File: src/rtl/or4_operand_seq_if.sv
// Operand/result bundle between the upstream source, the or4 stage and the
// sequencer; the sequencer takes the slave view, the upstream/or4 side the master view.
interface or4_operand_seq_if #(
  parameter int WIDTH = 4,
  parameter int CNT_W = 8
);
  logic [WIDTH-1:0] din;
  logic             din_valid;
  logic             din_ready;
  logic [WIDTH-1:0] a;
  logic [WIDTH-1:0] b;
  logic [WIDTH-1:0] s;
  logic [WIDTH-1:0] res;
  logic             res_valid;
  logic             res_ready;
  logic [CNT_W-1:0] op_count;

  modport master (
    output din, din_valid, s, res_ready,
    input  din_ready, a, b, res, res_valid, op_count
  );

  modport slave (
    input  din, din_valid, s, res_ready,
    output din_ready, a, b, res, res_valid, op_count
  );
endinterface

File: src/rtl/or4_operand_seq.sv
// Two-beat operand loader for or4, registered result and completed-op counter.
// Result valid 2 edges after B accept; upstream stalls in S_EVAL/S_OUT until res_ready.
module or4_operand_seq #(
  parameter int WIDTH = 4,
  parameter int CNT_W = 8
) (
  input logic               clk,
  input logic               rst_n,
  or4_operand_seq_if.slave  bus
);
  typedef enum logic [1:0] {S_A, S_B, S_EVAL, S_OUT} state_t;

  state_t           state, state_nxt;
  logic             a_ld, b_ld, res_ld, cnt_inc;
  logic [WIDTH-1:0] a_q, b_q, res_q;
  logic [CNT_W-1:0] cnt_q;

  always_ff @(posedge clk or negedge rst_n) begin
    if (!rst_n) state <= S_A;
    else        state <= state_nxt;
  end

  always_comb begin
    state_nxt = state;
    a_ld      = 1'b0;
    b_ld      = 1'b0;
    res_ld    = 1'b0;
    cnt_inc   = 1'b0;
    case (state)
      S_A: begin
        if (bus.din_valid) begin
          a_ld      = 1'b1;
          state_nxt = S_B;
        end
      end
      S_B: begin
        if (bus.din_valid) begin
          b_ld      = 1'b1;
          state_nxt = S_EVAL;
        end
      end
      // or4 has had a full cycle to settle on the new b
      S_EVAL: begin
        res_ld    = 1'b1;
        state_nxt = S_OUT;
      end
      S_OUT: begin
        if (bus.res_ready) begin
          cnt_inc   = 1'b1;
          state_nxt = S_A;
        end
      end
      default: state_nxt = S_A;
    endcase
  end

  always_ff @(posedge clk or negedge rst_n) begin
    if (!rst_n) begin
      a_q   <= '0;
      b_q   <= '0;
      res_q <= '0;
      cnt_q <= '0;
    end else begin
      if (a_ld)    a_q   <= bus.din;
      if (b_ld)    b_q   <= bus.din;
      if (res_ld)  res_q <= bus.s;
      if (cnt_inc) cnt_q <= cnt_q + 1'b1;
    end
  end

  // Handshake outputs depend on state only, never on inputs
  assign bus.din_ready = (state == S_A) || (state == S_B);
  assign bus.res_valid = (state == S_OUT);
  assign bus.a         = a_q;
  assign bus.b         = b_q;
  assign bus.res       = res_q;
  assign bus.op_count  = cnt_q;
endmodule
File: src/flat_wrapper.sv
// flat-port wrapper written by rule: the top's interface ports become plain ports
module or4_operand_seq_flat 
#(
  parameter int WIDTH = 4,
  parameter int CNT_W = 8
)
  (clk, rst_n, bus_din, bus_din_valid, bus_s, bus_res_ready, bus_din_ready, bus_a, bus_b, bus_res, bus_res_valid, bus_op_count);
  or4_operand_seq_if #(.WIDTH(WIDTH), .CNT_W(CNT_W)) bus_i ();
  input logic clk;
  input logic rst_n;
  input wire logic [$bits(bus_i.din)-1:0] bus_din;
  input wire logic [$bits(bus_i.din_valid)-1:0] bus_din_valid;
  input wire logic [$bits(bus_i.s)-1:0] bus_s;
  input wire logic [$bits(bus_i.res_ready)-1:0] bus_res_ready;
  output wire logic [$bits(bus_i.din_ready)-1:0] bus_din_ready;
  output wire logic [$bits(bus_i.a)-1:0] bus_a;
  output wire logic [$bits(bus_i.b)-1:0] bus_b;
  output wire logic [$bits(bus_i.res)-1:0] bus_res;
  output wire logic [$bits(bus_i.res_valid)-1:0] bus_res_valid;
  output wire logic [$bits(bus_i.op_count)-1:0] bus_op_count;
  assign bus_i.din = bus_din;
  assign bus_i.din_valid = bus_din_valid;
  assign bus_i.s = bus_s;
  assign bus_i.res_ready = bus_res_ready;
  assign bus_din_ready = bus_i.din_ready;
  assign bus_a = bus_i.a;
  assign bus_b = bus_i.b;
  assign bus_res = bus_i.res;
  assign bus_res_valid = bus_i.res_valid;
  assign bus_op_count = bus_i.op_count;
  or4_operand_seq #(.WIDTH(WIDTH), .CNT_W(CNT_W)) u_core (.clk(clk), .rst_n(rst_n), .bus(bus_i));
endmodule
File: config.mk
export PLATFORM = sky130hd
export DESIGN_NAME = or4_operand_seq_flat
export DESIGN_NICKNAME = d
export VERILOG_FILES = /design/src/rtl/or4_operand_seq_if.sv /design/src/rtl/or4_operand_seq.sv /design/src/flat_wrapper.sv
export SDC_FILE = /design/constraint.sdc
export NUM_CORES = 1
export LEC_CHECK = 0
export BUFFER_PORTS_ARGS = -buffer_cell sky130_fd_sc_hd__buf_2
export CAP_MARGIN = 25
export CORE_UTILIZATION = 43
export DETAILED_ROUTE_END_ITERATION = 6
export GPL_TIMING_DRIVEN = 0
export PLACE_DENSITY = 0.73
export SYNTH_ARGS = -nofsm -noshare
export SYNTH_HDL_FRONTEND = slang
export SYNTH_SLANG_ARGS = --single-unit
export TNS_END_PERCENT = 20
File: constraint.sdc
create_clock -name clk -period 1.3 [get_ports clk]
set_input_delay 0.39 -clock clk [delete_from_list [all_inputs] [get_ports clk]]
set_output_delay 0.39 -clock clk [all_outputs]
set_load 0.005 [all_outputs]
# ---- Yosys cells after proc, flatten, opt, wreduce, memory -nomap -nowiden
# Index checks and enable logic that the tools add are counted.
dict set report classes {
  reduce_logical 3
  add_sub_neg 1
  eq_ne 6
  muxes 10
}
# operator count
set ops {}
lappend ops {{adder 8 x 1 -> 8 bit (second input constant)} 1}
lappend ops {{case mux 2 bit (4 select lines)} 1}
lappend ops {{two-way mux 1 bit} 6}
lappend ops {{two-way mux 2 bit} 3}
lappend ops {{!= test 2 bit (second input constant)} 3}
lappend ops {{equality test 2 bit (second input constant)} 2}
lappend ops {{AND reduction 3 bit} 1}
lappend ops {{equality test 2 x 1 -> 1 bit (second input constant)} 1}
lappend ops {{logical NOT 2 bit} 1}
lappend ops {{logical OR 1 bit} 1}
dict set report word_totals {
  ff_bits 22
  out_inout_bits 22
}

# ---- Longest topological paths before layout
# Gate-level depths: netlist (run 1).
dict set report logic_depth {
  word_depth 3
  mapped_depth 5
  ltp_nobuf 5
}

# ---- Worst setup path after synthesis (run 1)
# Ideal clock, no wire load.
dict set report synth_path {
  path_type {register -> register}
  from {reg u_core.state[0]}
  to {reg u_core.state[1]}
  arrival_ns 1.243
  n_path_buf 0
  t_required_ns 1.175
  period_less_slack_ns 1.368
  stages_incl_launch_ff 6
  slack_ns -0.068
  path_cell_list {dfrtp_1 > inv_1 > ha_1 > nor2_1 > o22ai_1 > mux2_2}
}
dict set report synth_between {
  elab_chain_cells 3
}
# item line_no
set synth_rtl {}
lappend synth_rtl {{from (decl)} or4_operand_seq.sv:13} ;# state_t state, state_nxt;
lappend synth_rtl {{from (signal assigned)} or4_operand_seq.sv:20} ;# else state <= state_nxt;
lappend synth_rtl {{equality test 2 bit (tied with other cells)} or4_operand_seq.sv:29} ;# case (state)
lappend synth_rtl {{!= test 2 bit (no line)} -}
lappend synth_rtl {{AND reduction 3 bit (no line)} -}
# Parallel ways exist; a longest one is shown, timed or not.
# A chain may end at the register's enable or synchronous reset.

# ---- Worst setup path after layout (run 1)
dict set report layout_path {
  from {reg u_core.state[0]}
  to {out bus_res_valid}
}
dict set report layout_between {
  elab_chain_cells 1
}
# item line_no
set layout_rtl {}
lappend layout_rtl {{equality test 2 bit} or4_operand_seq.sv:73} ;# assign bus.res_valid = (state == S_OUT);
lappend layout_rtl {{to (decl)} flat_wrapper.sv:19} ;# output wire logic [$bits(bus_i.res_valid)-1:0] bus_res_valid;
# Every way passes these cells.

==> results.py, run 1 <==
metrics = {
    "clock_network": {
        "cts_tree": "yes",
        "clock_latency_ns": 0.30,
        "numCtsBuffers": 3,
        "clock-sinks": 22,
        "postCtsHoldBufs": 0,
        "clock-root-buffer": "clkbuf_4",
        "htree_levels": 1,
        "clockBufferDepth": 2,
        "cts.reportedPaths.clkPinSlew_ns": 0.13,
    },
    "yosys": {
        "ys_seq_area_share_pct": 57.52,
        "synthXorXnorAreaFrac_pct": 6.405,
        "yosys.area.top_type": "dfrtp_1",
        "syn_nets": 89,
        "synth_cell_types": 15,
        "ys_warn_count": 0,
        "synth.avg_cell_area_um2": 13.48,
        "synth_top_family_by_area": "multiplexers",
        "synth_compound_area_share_pct": 0.6536,
        "synth_area_leaders": "dfrtp_1 (58%), mux2_2 (16%), ha_1 (7.8%)",
        "synth_fa_ha_area_share_pct": 7.843,
        "synth_top_area_share_pct": 57.52,
        "synth-simple-area-share_pct": 8.497,
        "ys_seq_elements": 22,
        "synthCells": 71,
        "synth_mux_area_share_pct": 17.52,
        "syn-cell-area_um2": 957.2,
    },
    "worst_setup_path": {
        "criticalPathCategory": "register to output pin",
        "cp.arrival_ns": 1.22,
        "critPathMaxStageDelay_ns": 0.46,
        "cp_data_required_time_ns": 0.91,
        "path_delay_family": "flip-flops",
        "path_buf_inv": 2,
        "slowest_stage": "dfrtp_2",
        "crit_fanout": 4,
        "startpoint_type": "register",
        "path_cells": "buf_4 > ha_4 > buf_2",
        "cp-end-kind": "output pin",
    },
    "timing": {
        "period_minus_slack_ns": 1.605,
        "hold_viol_final": 0,
        "grt_setup_unrepaired": "yes",
        "setup_ws_ns": -0.3052,
        "worstMarginPinSlew_ns": 0.5119,
        "finalSetupViolCount": 6,
        "fmax_mhz": 623.0,
        "clock-skew-final_ns": 0.01432,
        "slew_violations": 0,
        "slew_headroom_pct": 65.87,
        "fin_crit_sh_pct": 123.5,
    },
    "die": {
        "core_area_um2": 2022,
        "initial_utilization_pct": 47.34,
        "fp.dieH_um": 49.18,
        "dieArea_um2": 2419,
        "die_w_um": 49.18,
        "io_pins": 34,
        "num_rows": 16,
    },
    "cells_and_area": {
        "num_antenna_cells": 0,
        "area_growth_pct": 40.00,
        "drive_gt1_share_pct": 63.72,
        "final_cells": 140,
        "layout.nets": 132,
    },
    "placed_design": {
        "portBuffers": 33,
        "place_inst": 131,
        "place_ws_ns": -0.09236,
        "gp_congestion": 0.7293,
        "post-dp-hpwl_mm": 1.169,
    },
    "route": {
        "dr.pass1.iters": 1,
        "drt_wl_total_mm": 1.853,
        "drt_iter0_markers": 0,
        "num_vias": 653,
        "ant_nets": 0,
        "drc": 0,
        "viasPerCell": 4.664,
        "wl_per_cell_um": 13.24,
    },
    "pwr": {
        "vdd_drop_max_mv": 1.265,
        "p_leak_nw": 0.6728,
        "power.density_nw_per_um2": 2320,
    },
    "status": {
        "outcome": "complete, but fails checks",
        "violations": "negative setup slack",
    },
    "grt": {
        "grtUsageTotal_pct": 17.46,
        "grt_max_degree": 23,
        "antenna_found_initial": 0,
        "grt_pass1_wl_mm": 3.118,
        "overflow": 0,
        "grt_pass1_vias": 681,
    },
    "hold_path": {
        "min_path_type": "input pin to asynchronous set/reset pin",
    },
    "run": {
        "drv_cap": 0,
    },
}
state kept, by name, indices dropped and copies added (netlist names):
signal / cells
u_core.bus.b: 4
u_core.bus.res: 4
u_core.bus.op_count: 8
u_core.state: 2
u_core.bus.a: 4
metal layers:
metal | GRT usage, % | up-vias | wire length, µm
li1 | - | 323 | -
met1 | 22.24 | 312 | 831
met2 | 29.00 | 16 | 939
met3 | 3.115 | 2 | 59
met4 | 7.353 | 0 | 22
met5 | 0 | - | 0
through the flow:
step	TNS (ns)	utilization [%]	area, µm²	total power, mW	hold WS, ns
2_1_floorplan	0	-	965.9	1.850	0.09441
3_3_place_gp	-0.1442	57.61	1165	2.242	0.3699
3_5_place_dp	-0.2035	57.61	1165	2.285	0.3782
4_1_cts	-0.6973	62.93	1272	2.879	0.03961
5_1_grt	-2.005	66.27	1340	3.352	0.04316
6_report	-1.038	66.27	1340	3.108	0.03362
synth_stat cells:
cell type  instances
dfrtp_1           22
mux2_2            14
ha_1               6
nand2_1            6
xor2_1             5
inv_1              4
nor2_1             4
nor3_1             2
xnor2_1            2
mux2i_1            1
nand2_2            1
nand3_1            1
nand3_2            1
nor4_2             1
o22ai_1            1
kinds of logic (layout without fill, tap and decap cells):
family | count (synthesis) | after routing
compound gates | 1 | 1
flops | 22 | 22
fa+ha+maj | 6 | 6
xor+xnor | 7 | 7
mux | 15 | 15
buf+inv | 4 | 46
simple gates | 16 | 16
area by class of cell:
type	count	area [µm²]
clock buffers	4	36.28
fillers	157	681.9
inverters	4	15.01
multi-input cells	45	495.5
flip-flops and latches	22	553.0
well taps	27	33.78
repair buffers	38	206.4
cell usage in the layout (no fill, tap or decap), types with 3 or more instances in the layout:
cell / netlist / final
xor2_1: 5 / 5
ha_4: 0 / 4
buf_4: 0 / 4
clkbuf_4: 0 / 3
nand2_1: 6 / 6
dfrtp_1: 22 / 20
nor2_1: 4 / 3
buf_2: 0 / 33
mux2_2: 14 / 13
repair_timing:
action / CTS / global route
pin swaps: 3 / 3
endpoints found under the setup margin: 12 / 28
buffers inserted: 4 / 1
resized for setup: 10 / 10
where the power goes:
part	switching (mW)	internal (mW)	total (mW)
Clock	0.198	0.171	0.369
Combinational	0.653	0.891	1.54
Sequential	0.209	0.986	1.20
worst paths after layout:
check                                                         from                                  to  slack [ns]  cells past startpoint
worst max-delay path                   u_core.state[0]$_DFFE_PN0P_                       bus_res_valid       -0.31                      3
worst min-delay path                                         rst_n  u_core.bus.op_count[6]$_DFFE_PN0P_        0.03                      1
worst max register to register         u_core.state[0]$_DFFE_PN0P_         u_core.state[1]$_DFFE_PN0P_       -0.26                      7
worst min register to register  u_core.bus.op_count[7]$_DFFE_PN0P_  u_core.bus.op_count[7]$_DFFE_PN0P_        0.48                      1
max in group asynchronous                                    rst_n  u_core.bus.op_count[0]$_DFFE_PN0P_        0.90                      1
min in group clk                                          bus_s[1]       u_core.bus.res[1]$_DFFE_PN0P_        0.31                      2
Note: power is estimated with default switching activity, not from simulation.
==> inputs of run 2 (changes only) <==
Settings changed: CORE_UTILIZATION 43 to 30, GPL_TIMING_DRIVEN 0 to not set, PLACE_DENSITY 0.73 to not set, TNS_END_PERCENT 20 to not set.
==> run 2 against run 1 <==
Compared with the run above: the run still ends with negative setup slack left; via count increased by 8.9%; clock power increased by 40%; clock skew decreased by 0.011 ns; setup slack got worse by 0.0040 ns; sequential cell count unchanged; critical path depth increased by 2; combinational power increased by 18%; wire length increased by 4.3%; design area increased by 8.6%; sequential share of layout area decreased by 3.4 points; count of clock-buffer cells in the layout decreased by 1; power increased by 12%; highest routed layer unchanged.
==> results.py, run 2 (synthesis gave the netlist of run 1 again) <==
metrics = {
    "status": {
        "outcome": "complete, but fails checks",
        "violations": "negative setup slack",
    },
    "placed_design": {
        "post-dp-hpwl_mm": 1.335,
        "gp_congestion": 0.7493,
        "portBuffers": 33,
        "place_inst": 152,
        "place_ws_ns": -0.06475,
        "postPlaceCellArea_um2": 1216,
    },
    "cells_and_area": {
        "area_growth_pct": 52.03,
        "final_common_cell": "buf_2",
        "layout.nets": 140,
        "final_core_util_pct": 48.06,
        "largest_reg_flops": 8,
        "design_area_um2": 1455,
        "drive_gt1_share_pct": 66.12,
        "final_cells": 165,
        "num_antenna_cells": 0,
        "mostFrequentLayoutCells": "buf_2 (32), dfrtp_1 (21), mux2_2 (11), buf_4 (9)",
    },
    "timing": {
        "clock-skew-final_ns": 0.003043,
        "fmax_mhz": 621.4,
        "slew_violations": 0,
        "worstMarginPinSlew_ns": 0.4798,
        "hold_viol_final": 0,
        "setup_ws_ns": -0.3093,
        "worst_hold_slack_ns": 0.02511,
        "fin_crit_sh_pct": 123.8,
        "grt_setup_unrepaired": "yes",
        "period_minus_slack_ns": 1.609,
        "slew_headroom_pct": 68.02,
        "tns_ns": -0.9989,
        "finalSetupViolCount": 4,
    },
    "die": {
        "dieArea_um2": 3421,
        "io_pins": 34,
        "fp.dieH_um": 58.49,
        "die_w_um": 58.49,
        "num_rows": 20,
        "core_area_um2": 3028,
        "initial_utilization_pct": 31.61,
    },
    "clock_network": {
        "clock-root-buffer": "clkbuf_4",
        "clockBufferDepth": 2,
        "numCtsBuffers": 3,
        "postCtsHoldBufs": 0,
        "clock-sinks": 22,
        "clock_latency_ns": 0.30,
        "cts.reportedPaths.clkPinSlew_ns": 0.12,
        "htree_levels": 1,
        "cts_tree": "yes",
    },
    "grt": {
        "grt_pass1_wl_mm": 3.098,
        "grtUsageTotal_pct": 12.27,
        "overflow": 0,
        "antenna_found_initial": 0,
        "grt_pass1_vias": 731,
        "grt_max_degree": 23,
    },
    "route": {
        "drt_wl_total_mm": 1.932,
        "ant_nets": 0,
        "drt_iter0_markers": 17,
        "dr.pass1.iters": 2,
        "drc": 0,
        "num_vias": 711,
        "viasPerCell": 4.309,
        "wl_per_cell_um": 11.71,
    },
    "pwr": {
        "power_mw": 3.476,
        "power.density_nw_per_um2": 2389,
        "vdd_drop_max_mv": 0.8242,
        "p_leak_nw": 0.7204,
    },
    "worst_setup_path": {
        "cp-end-kind": "output pin",
        "path_cells": "inv_2 > ha_4 > nor2_4 > inv_1 > buf_2",
        "cp.arrival_ns": 1.22,
        "criticalPathCategory": "register to output pin",
        "path_buf_inv": 3,
        "cp_data_required_time_ns": 0.91,
        "critPathMaxStageDelay_ns": 0.43,
        "startpoint_type": "register",
        "path_delay_family": "flip-flops",
        "crit_fanout": 3,
        "slowest_stage": "dfrtp_2",
    },
    "hold_path": {
        "min_path_type": "input pin to asynchronous set/reset pin",
    },
    "run": {
        "drv_cap": 0,
    },
}
[run 2: path summary, 6_finish.rpt]
kind                                                    start                                 end  slack (ns)  cells past startpoint
setup / recovery                  u_core.state[0]$_DFFE_PN0P_                       bus_din_ready       -0.31                      5
hold / removal                                          rst_n  u_core.bus.op_count[0]$_DFFE_PN0P_        0.03                      1
setup reg to reg                  u_core.state[0]$_DFFE_PN0P_         u_core.state[1]$_DFFE_PN0P_       -0.24                      7
hold reg to reg            u_core.bus.op_count[7]$_DFFE_PN0P_  u_core.bus.op_count[7]$_DFFE_PN0P_        0.47                      1
max in group asynchronous                               rst_n         u_core.state[0]$_DFFE_PN0P_        0.93                      1
min in group clk                                     bus_s[1]       u_core.bus.res[1]$_DFFE_PN0P_        0.31                      2
[run 2: report_power, final]
group | total [mW] | leakage (nW) | internal [mW] | switching (mW)
clock | 0.515 | 0.0279 | 0.312 | 0.204
sequential | 1.15 | 0.269 | 0.983 | 0.172
combinational | 1.81 | 0.424 | 1.08 | 0.722
[run 2: repair_timing]
action                     CTS  global route
gates resized for setup     14            11
setup endpoints to repair   20            23
pin swaps                    6             6
setup buffers                7             3
[run 2: final cells by class]
type / count / area [µm²]
timing repair buffer: 46 / 284.0
inverter: 4 / 15.01
tap: 44 / 55.05
sequential: 22 / 551.8
fill: 275 / 1573
clock inverter: 1 / 30.03
multi-input combinational: 45 / 496.7
clock buffer: 3 / 22.52
[run 2: metal layers]
layer	up-vias	track usage, %	wire length (µm)	part of all wire, %
li1	340	-	-	-
met2	17	21.67	1032	53
met5	-	0	0	0
met4	0	7.823	42	2.2
met1	350	13.31	793	41
met3	4	2.637	64	3.3
